## src/rtl/mem_port_arbiter.sv

```systemverilog
// Arbitrates one fixed-latency single-port memory between fetch (IF) and load/store (LS), LS first.
// Optional IF anti-starvation when ARB_FAIRNESS_EN is defined.
module mem_port_arbiter #(
  parameter int ADDR_WIDTH   = 32,
  parameter int DATA_WIDTH   = 32,
  parameter int MEM_LATENCY  = 1,
  parameter int STARVE_LIMIT = 4
) (
  input  logic                  clk_i,
  input  logic                  rst_ni,
  input  logic                  if_req_i,
  input  logic [ADDR_WIDTH-1:0] if_addr_i,
  output logic                  if_gnt_o,
  output logic                  if_rvalid_o,
  output logic [DATA_WIDTH-1:0] if_rdata_o,
  output logic                  if_err_o,
  input  logic                  ls_req_i,
  input  logic                  ls_we_i,
  input  logic [ADDR_WIDTH-1:0] ls_addr_i,
  input  logic [DATA_WIDTH-1:0] ls_wdata_i,
  input  logic [1:0]            ls_type_i,
  input  logic                  ls_sign_i,
  output logic                  ls_gnt_o,
  output logic                  ls_rvalid_o,
  output logic [DATA_WIDTH-1:0] ls_rdata_o,
  output logic                  ls_err_o,
  output logic                  mem_en_o,
  output logic                  mem_we_o,
  output logic [ADDR_WIDTH-1:0] mem_addr_o,
  output logic [3:0]            mem_be_o,
  output logic [DATA_WIDTH-1:0] mem_wdata_o,
  input  logic [DATA_WIDTH-1:0] mem_rdata_i
);

  localparam int CW = $clog2(MEM_LATENCY + 1);

  typedef enum logic [1:0] {S_IDLE, S_ACCESS, S_WAIT, S_ERR} state_t;

  state_t                state_q;
  logic                  owner_ls_q;
  logic                  we_q;
  logic [1:0]            type_q;
  logic                  sign_q;
  logic [1:0]            off_q;
  logic [CW-1:0]         cnt_q;
  logic                  mem_en_q;
  logic                  mem_we_q;
  logic [ADDR_WIDTH-1:0] mem_addr_q;
  logic [3:0]            mem_be_q;
  logic [DATA_WIDTH-1:0] mem_wdata_q;

  logic                  in_idle;
  logic                  force_if;
  logic                  grant;
  logic [ADDR_WIDTH-1:0] req_addr;
  logic [1:0]            req_off;
  logic                  req_misal;
  logic [3:0]            st_be;
  logic [DATA_WIDTH-1:0] st_wdata;
  logic                  rsp_valid;
  logic                  rsp_err;
  logic [DATA_WIDTH-1:0] lane;
  logic [DATA_WIDTH-1:0] load_data;

  // Grants are combinational so the requester sees acceptance in the request cycle.
  assign in_idle  = rst_ni & (state_q == S_IDLE);
  assign ls_gnt_o = in_idle & ls_req_i & ~force_if;
  assign if_gnt_o = in_idle & if_req_i & (~ls_req_i | force_if);
  assign grant    = ls_gnt_o | if_gnt_o;
  assign req_addr = ls_gnt_o ? ls_addr_i : if_addr_i;
  assign req_off  = req_addr[1:0];

`ifdef ARB_FAIRNESS_EN
  localparam int SW = $clog2(STARVE_LIMIT + 1);
  logic [SW-1:0] starve_q;

  assign force_if = if_req_i & (starve_q >= SW'(STARVE_LIMIT));

  always_ff @(posedge clk_i or negedge rst_ni) begin
    if (!rst_ni) begin
      starve_q <= '0;
    end else if (if_gnt_o) begin
      starve_q <= '0;
    end else if (ls_gnt_o && if_req_i && (starve_q < SW'(STARVE_LIMIT))) begin
      starve_q <= starve_q + 1'b1;
    end
  end
`else
  assign force_if = 1'b0;
`endif

  always_comb begin
    req_misal = (req_off != 2'b00);
    if (ls_gnt_o) begin
      case (ls_type_i)
        2'b00:   req_misal = (req_off != 2'b00);
        2'b01:   req_misal = 1'b0;
        2'b10:   req_misal = req_off[0];
        default: req_misal = 1'b1;
      endcase
    end
  end

  // Sub-word stores replicate the value so any lane selected by be carries it.
  always_comb begin
    st_be    = 4'hF;
    st_wdata = ls_wdata_i;
    case (ls_type_i)
      2'b01: begin
        st_be    = 4'b0001 << req_off;
        st_wdata = {4{ls_wdata_i[7:0]}};
      end
      2'b10: begin
        st_be    = 4'b0011 << req_off;
        st_wdata = {2{ls_wdata_i[15:0]}};
      end
      default: ;
    endcase
  end

  always_ff @(posedge clk_i or negedge rst_ni) begin
    if (!rst_ni) begin
      state_q     <= S_IDLE;
      owner_ls_q  <= 1'b0;
      we_q        <= 1'b0;
      type_q      <= 2'b00;
      sign_q      <= 1'b0;
      off_q       <= 2'b00;
      cnt_q       <= '0;
      mem_en_q    <= 1'b0;
      mem_we_q    <= 1'b0;
      mem_addr_q  <= '0;
      mem_be_q    <= 4'h0;
      mem_wdata_q <= '0;
    end else begin
      case (state_q)
        S_IDLE: begin
          if (grant) begin
            owner_ls_q <= ls_gnt_o;
            we_q       <= ls_gnt_o & ls_we_i;
            type_q     <= ls_gnt_o ? ls_type_i : 2'b00;
            sign_q     <= ls_sign_i;
            off_q      <= req_off;
            if (req_misal) begin
              state_q <= S_ERR;
            end else begin
              state_q    <= S_ACCESS;
              mem_en_q   <= 1'b1;
              mem_we_q   <= ls_gnt_o & ls_we_i;
              mem_addr_q <= {req_addr[ADDR_WIDTH-1:2], 2'b00};
              if (ls_gnt_o && ls_we_i) begin
                mem_be_q    <= st_be;
                mem_wdata_q <= st_wdata;
              end else begin
                mem_be_q <= 4'hF;
              end
            end
          end
        end
        S_ACCESS: begin
          mem_en_q <= 1'b0;
          cnt_q    <= CW'(MEM_LATENCY);
          state_q  <= S_WAIT;
        end
        S_WAIT: begin
          if (cnt_q == CW'(1)) begin
            cnt_q   <= '0;
            state_q <= S_IDLE;
          end else begin
            cnt_q <= cnt_q - 1'b1;
          end
        end
        default: state_q <= S_IDLE;
      endcase
    end
  end

  assign rsp_valid = ((state_q == S_WAIT) && (cnt_q == CW'(1))) || (state_q == S_ERR);
  assign rsp_err   = (state_q == S_ERR);
  assign lane      = mem_rdata_i >> {off_q, 3'b000};

  always_comb begin
    load_data = mem_rdata_i;
    case (type_q)
      2'b01:   load_data = sign_q ? {24'h0, lane[7:0]}  : {{24{lane[7]}}, lane[7:0]};
      2'b10:   load_data = sign_q ? {16'h0, lane[15:0]} : {{16{lane[15]}}, lane[15:0]};
      default: ;
    endcase
  end

  assign ls_rvalid_o = rsp_valid & owner_ls_q;
  assign if_rvalid_o = rsp_valid & ~owner_ls_q;
  assign ls_err_o    = ls_rvalid_o & rsp_err;
  assign if_err_o    = if_rvalid_o & rsp_err;
  assign ls_rdata_o  = (ls_rvalid_o & ~rsp_err & ~we_q) ? load_data : '0;
  assign if_rdata_o  = (if_rvalid_o & ~rsp_err) ? mem_rdata_i : '0;

  assign mem_en_o    = mem_en_q;
  assign mem_we_o    = mem_we_q;
  assign mem_addr_o  = mem_addr_q;
  assign mem_be_o    = mem_be_q;
  assign mem_wdata_o = mem_wdata_q;

endmodule

```

## config.mk

```make
export PLATFORM = sky130hd
export DESIGN_NAME = mem_port_arbiter
export DESIGN_NICKNAME = d
export VERILOG_FILES = /design/src/rtl/mem_port_arbiter.sv
export SDC_FILE = /design/constraint.sdc
export NUM_CORES = 1
export LEC_CHECK = 0
export CORE_MARGIN = 5
export CORE_UTILIZATION = 40
export DETAILED_ROUTE_END_ITERATION = 10
export PLACE_DENSITY = 0.81
export RECOVER_POWER = 50
export REMOVE_ABC_BUFFERS = 1
export SYNTH_ARGS = -nofsm -noshare
export SYNTH_HDL_FRONTEND = slang
export SYNTH_SLANG_ARGS = --single-unit
```

## constraint.sdc

```tcl
create_clock -name clk_i -period 3.06 [get_ports clk_i]
set_input_delay 0.459 -clock clk_i [delete_from_list [all_inputs] [get_ports clk_i]]
set_output_delay 0.459 -clock clk_i [all_outputs]
set_load 0.05 [all_outputs]
```

==> results.cfg <==
[floorplan]
chipWidth_um = 122
core_area_mm2 = 0.0125
io_pins = 276
num_rows = 41
die_footprint_mm2 = 0.0149
die_y_um = 122
initial_core_util = 0.403

[run]
cap_violations = 0

[timing]
final_min_period_over_clock_period = 0.946
hold_slack_ns = 0.481
timing.final.max_slew_violations = 0
hold_violations = 0
timing.max_slew.rel_slack = 0.115
fin_crit_ns = 2.89
unrepaired_setup_endpoints_after_global_routing = no
worst-slew-pin-transition_ns = 1.33
report.final.setup_viol = 0
final.setup_skew_ns = 0.00748
peak_freq_ghz = 0.346

[cts]
cts.clk_slew.worst_paths_ns = 0.06
cts_buffers = 9
cts_htree_levels = 3
clkSinkCount = 78
cts_root_buf = sky130_fd_sc_hd__clkbuf_16
cts_max_path_buffers = 2
postCtsSetupRepairBufs = 0
tritoncts = done
clkLatencyLatePin_ns = 0.33

[synth]
synth_flop_cell = sky130_fd_sc_hd__dfrtp_1
synth_compound_gate_area_share = 0.164
synth.area.mux_share = 0.168
ys_seq_elements = 78
syn_inst = 557
syn-cell-area_mm2 = 0.00502
synth_top_family_by_area = simple AND/OR/NAND/NOR gates
synth_area_per_cell_um2 = 9.02
synthTopCellsByArea = sky130_fd_sc_hd__dfrtp_1, sky130_fd_sc_hd__mux2_2, sky130_fd_sc_hd__nand2_1, sky130_fd_sc_hd__o2bb2ai_1, sky130_fd_sc_hd__and2_1
synthesis.yosys.warnings = 0
ys_types = 43
synth_area_leader_cell = sky130_fd_sc_hd__dfrtp_1
post_synth_edffs = 0
ys_top_cells_by_count = sky130_fd_sc_hd__nand2_1, sky130_fd_sc_hd__dfrtp_1, sky130_fd_sc_hd__mux2_2
yosys.cell_count.top_type = sky130_fd_sc_hd__nand2_1
yosysSeqAreaShare = 0.388
synth_simple_gate_area_share = 0.187
synth_top_cell_area_share = 0.388
async_flop_share = 1.00
post_synth_fa_ha_maj_area_fraction = 0.0274
xor_xnor_fraction_of_synth_area = 0

[global_route]
initial_antenna_violation_count = 1
groute.usage.overall = 0.232
first_global_vias = 5329
grt_max_degree = 52
grt_busiest_layer = met2
grt_util_met1 = 0.250
global_route.overflow_total = 0
grt_pass1_wl_um = 27200
grtUsageMet3 = 0.0775
globalRouteMet2Util = 0.414

[drt]
drt-initial-drc-count = 385
detail_route.wl_per_cell_um = 17.8
viasPerCell = 5.16
drc = 0
vias = 5139
drtAntennaViolNets = 0
wl_um = 17800
first_pass_iters = 5

[critical_path]
path_max_fanout = 9
crit_path_end = if_rdata_o[10]
cp.arrival_ns = 2.43
r2r.worst_path.cells = 7
critPathMaxStageDelay_ns = 0.87
r2r_slack_ns = 0.46
total_buffers_and_inverters_traversed_by_the_critical_path = 2
worst-endpoint-required_ns = 2.60
sort_of_element_at_the_start_of_the_critical_path = flop
critical_path.cell_chain = inv_1, ha_1, nand2_1, nor4_1, clkdlybuf4s50_1
worstSetupStartpoint = state_q[0]
crit_cells = 5
timing.critical_path.slowest_stage_cell = sky130_fd_sc_hd__clkdlybuf4s50_1
path_class = flop to output pin
reg2reg_to = mem_addr_o[3]
r2r_start = state_q[0]
category_of_cells_accounting_for_the_largest_share_of_critical_path_delay = buffers and inverters
worstSetupEndpointType = output pin

[status]
status = finished, final reports clean

[layout]
sequential_cell_area_mm2 = 0.00195
n_fill_cell = 975
multi_input_comb_area_mm2 = 0.00276
syn2layout_area_growth_pct = 68.2
fraction_of_layout_cells_with_a_size_suffix_above_1 = 0.187
final_nets = 965
layout.core_utilization = 0.678

[place]
place_congestion = 0.892
dp_hpwl_um = 14000
io_buffer_count = 273

[power_and_ir_drop]
vdd_drop_max_mv = 0.609
total_leakage_power_nw = 3.85
pwr_density_cell_mw_per_mm2 = 961

[hold_path]
min_path_type = flop to flop
hold_path_startpoint = mem_we_o
whs_path_depth = 1
-- through the flow --
step                      instance area, µm²  TNS [ns]  worst slack, ns  power, mW  std cells
final                                   8450         0            0.167       8.12        996
after global routing                    8450         0           0.0559       8.52        996
after CTS                               8460         0           0.0826       8.31        995
after detailed placement                8130         0            0.303       7.14        978
after global placement                  8130         0            0.327       7.03        978
after floorplan                         4820    -93.56            -1.72       5.05        515
-- state kept, by name (all words and copies together), names as in the netlist, 2 cells and up --
name         count
mem_addr_o      30
mem_be_o         4
mem_wdata_o     32
off_q            2
state_q          2
type_q           2
-- logic make-up (layout without fill, tap and decap cells) --
family	Yosys count	after routing
buffers and inverters	74	339
muxes	75	75
adders and majority gates	11	11
and+or+nand+nor	210	210
AOI/OAI and AO/OA	108	108
other	1	3
DFF	78	78
-- worst reg2reg max path: stages, from the launching register on --
cell                       delay [ns]
sky130_fd_sc_hd__dfrtp_1         0.39
sky130_fd_sc_hd__inv_1           0.11
sky130_fd_sc_hd__ha_1            0.31
sky130_fd_sc_hd__nand3_1         0.29
sky130_fd_sc_hd__clkbuf_1        1.01
sky130_fd_sc_hd__nand2_1         0.18
sky130_fd_sc_hd__nand2_1         0.12
sky130_fd_sc_hd__mux2_2          0.14
-- routing by layer --
metal / routed length [µm] / part of all wire
met4: 578 / 0.033
met2: 8990 / 0.51
met5: 0 / 0
met1: 6400 / 0.36
met3: 1780 / 0.10
-- cell usage in the layout, fill, tap and decap left out, types with 2 or more instances in the layout --
cell / instances
sky130_fd_sc_hd__clkbuf_1: 5
sky130_fd_sc_hd__a22o_1: 8
sky130_fd_sc_hd__a21oi_1: 14
sky130_fd_sc_hd__nor2_1: 25
sky130_fd_sc_hd__o2bb2ai_1: 24
sky130_fd_sc_hd__dfrtp_1: 78
sky130_fd_sc_hd__clkbuf_16: 9
sky130_fd_sc_hd__mux2_1: 6
sky130_fd_sc_hd__a221oi_1: 8
sky130_fd_sc_hd__a211oi_1: 3
sky130_fd_sc_hd__nand3_1: 3
sky130_fd_sc_hd__dlygate4sd3_1: 63
sky130_fd_sc_hd__bufinv_16: 2
sky130_fd_sc_hd__conb_1: 2
sky130_fd_sc_hd__mux2i_1: 9
sky130_fd_sc_hd__inv_1: 30
sky130_fd_sc_hd__nand3b_1: 2
sky130_fd_sc_hd__nand2_1: 124
sky130_fd_sc_hd__buf_4: 46
sky130_fd_sc_hd__nor4_1: 8
sky130_fd_sc_hd__a32oi_1: 11
sky130_fd_sc_hd__clkinv_2: 2
sky130_fd_sc_hd__a21o_1: 2
sky130_fd_sc_hd__mux2_2: 59
sky130_fd_sc_hd__nor2b_1: 11
sky130_fd_sc_hd__a22oi_1: 9
sky130_fd_sc_hd__and2_1: 27
sky130_fd_sc_hd__ha_1: 11
sky130_fd_sc_hd__clkdlybuf4s50_1: 149
sky130_fd_sc_hd__nor3_1: 4
sky130_fd_sc_hd__o21ai_0: 14
sky130_fd_sc_hd__a211o_1: 7
sky130_fd_sc_hd__buf_12: 30
sky130_fd_sc_hd__nand2b_1: 2
-- worst min path at each step --
stage | to | slack (ns)
after floorplan | cnt_q | 0.16
after global placement | mem_en_o | 0.25
after detailed placement | mem_en_o | 0.26
after CTS | mem_en_o | 0.47
after global routing | mem_en_o | 0.50
final | mem_we_o | 0.48
-- repair_timing --
item,CTS,global route
resized for setup,0,1
endpoints found under the setup margin,0,3
hold buffers,1,0
hold endpoints to repair,1,0
-- area by class of cell --
type                            count  area share
Timing Repair Buffer              292       0.365
Multi-Input combinational cell    406       0.327
Sequential cell                    78       0.231
Clock buffer                       12      0.0292
Tap cell                          172      0.0255
Inverter                           31      0.0138
Clock inverter                      4     0.00829
Antenna cell                        1    0.000296
-- where the power goes --
group | leakage (nW) | internal (mW) | switching (mW) | total (mW)
Combinational | 2.71 | 1.85 | 3.39 | 5.24
Sequential | 0.977 | 1.47 | 0.276 | 1.74
Clock | 0.157 | 0.734 | 0.400 | 1.13
Total | 3.85 | 4.05 | 4.07 | 8.12
Note: power is estimated with default switching activity, not from simulation.
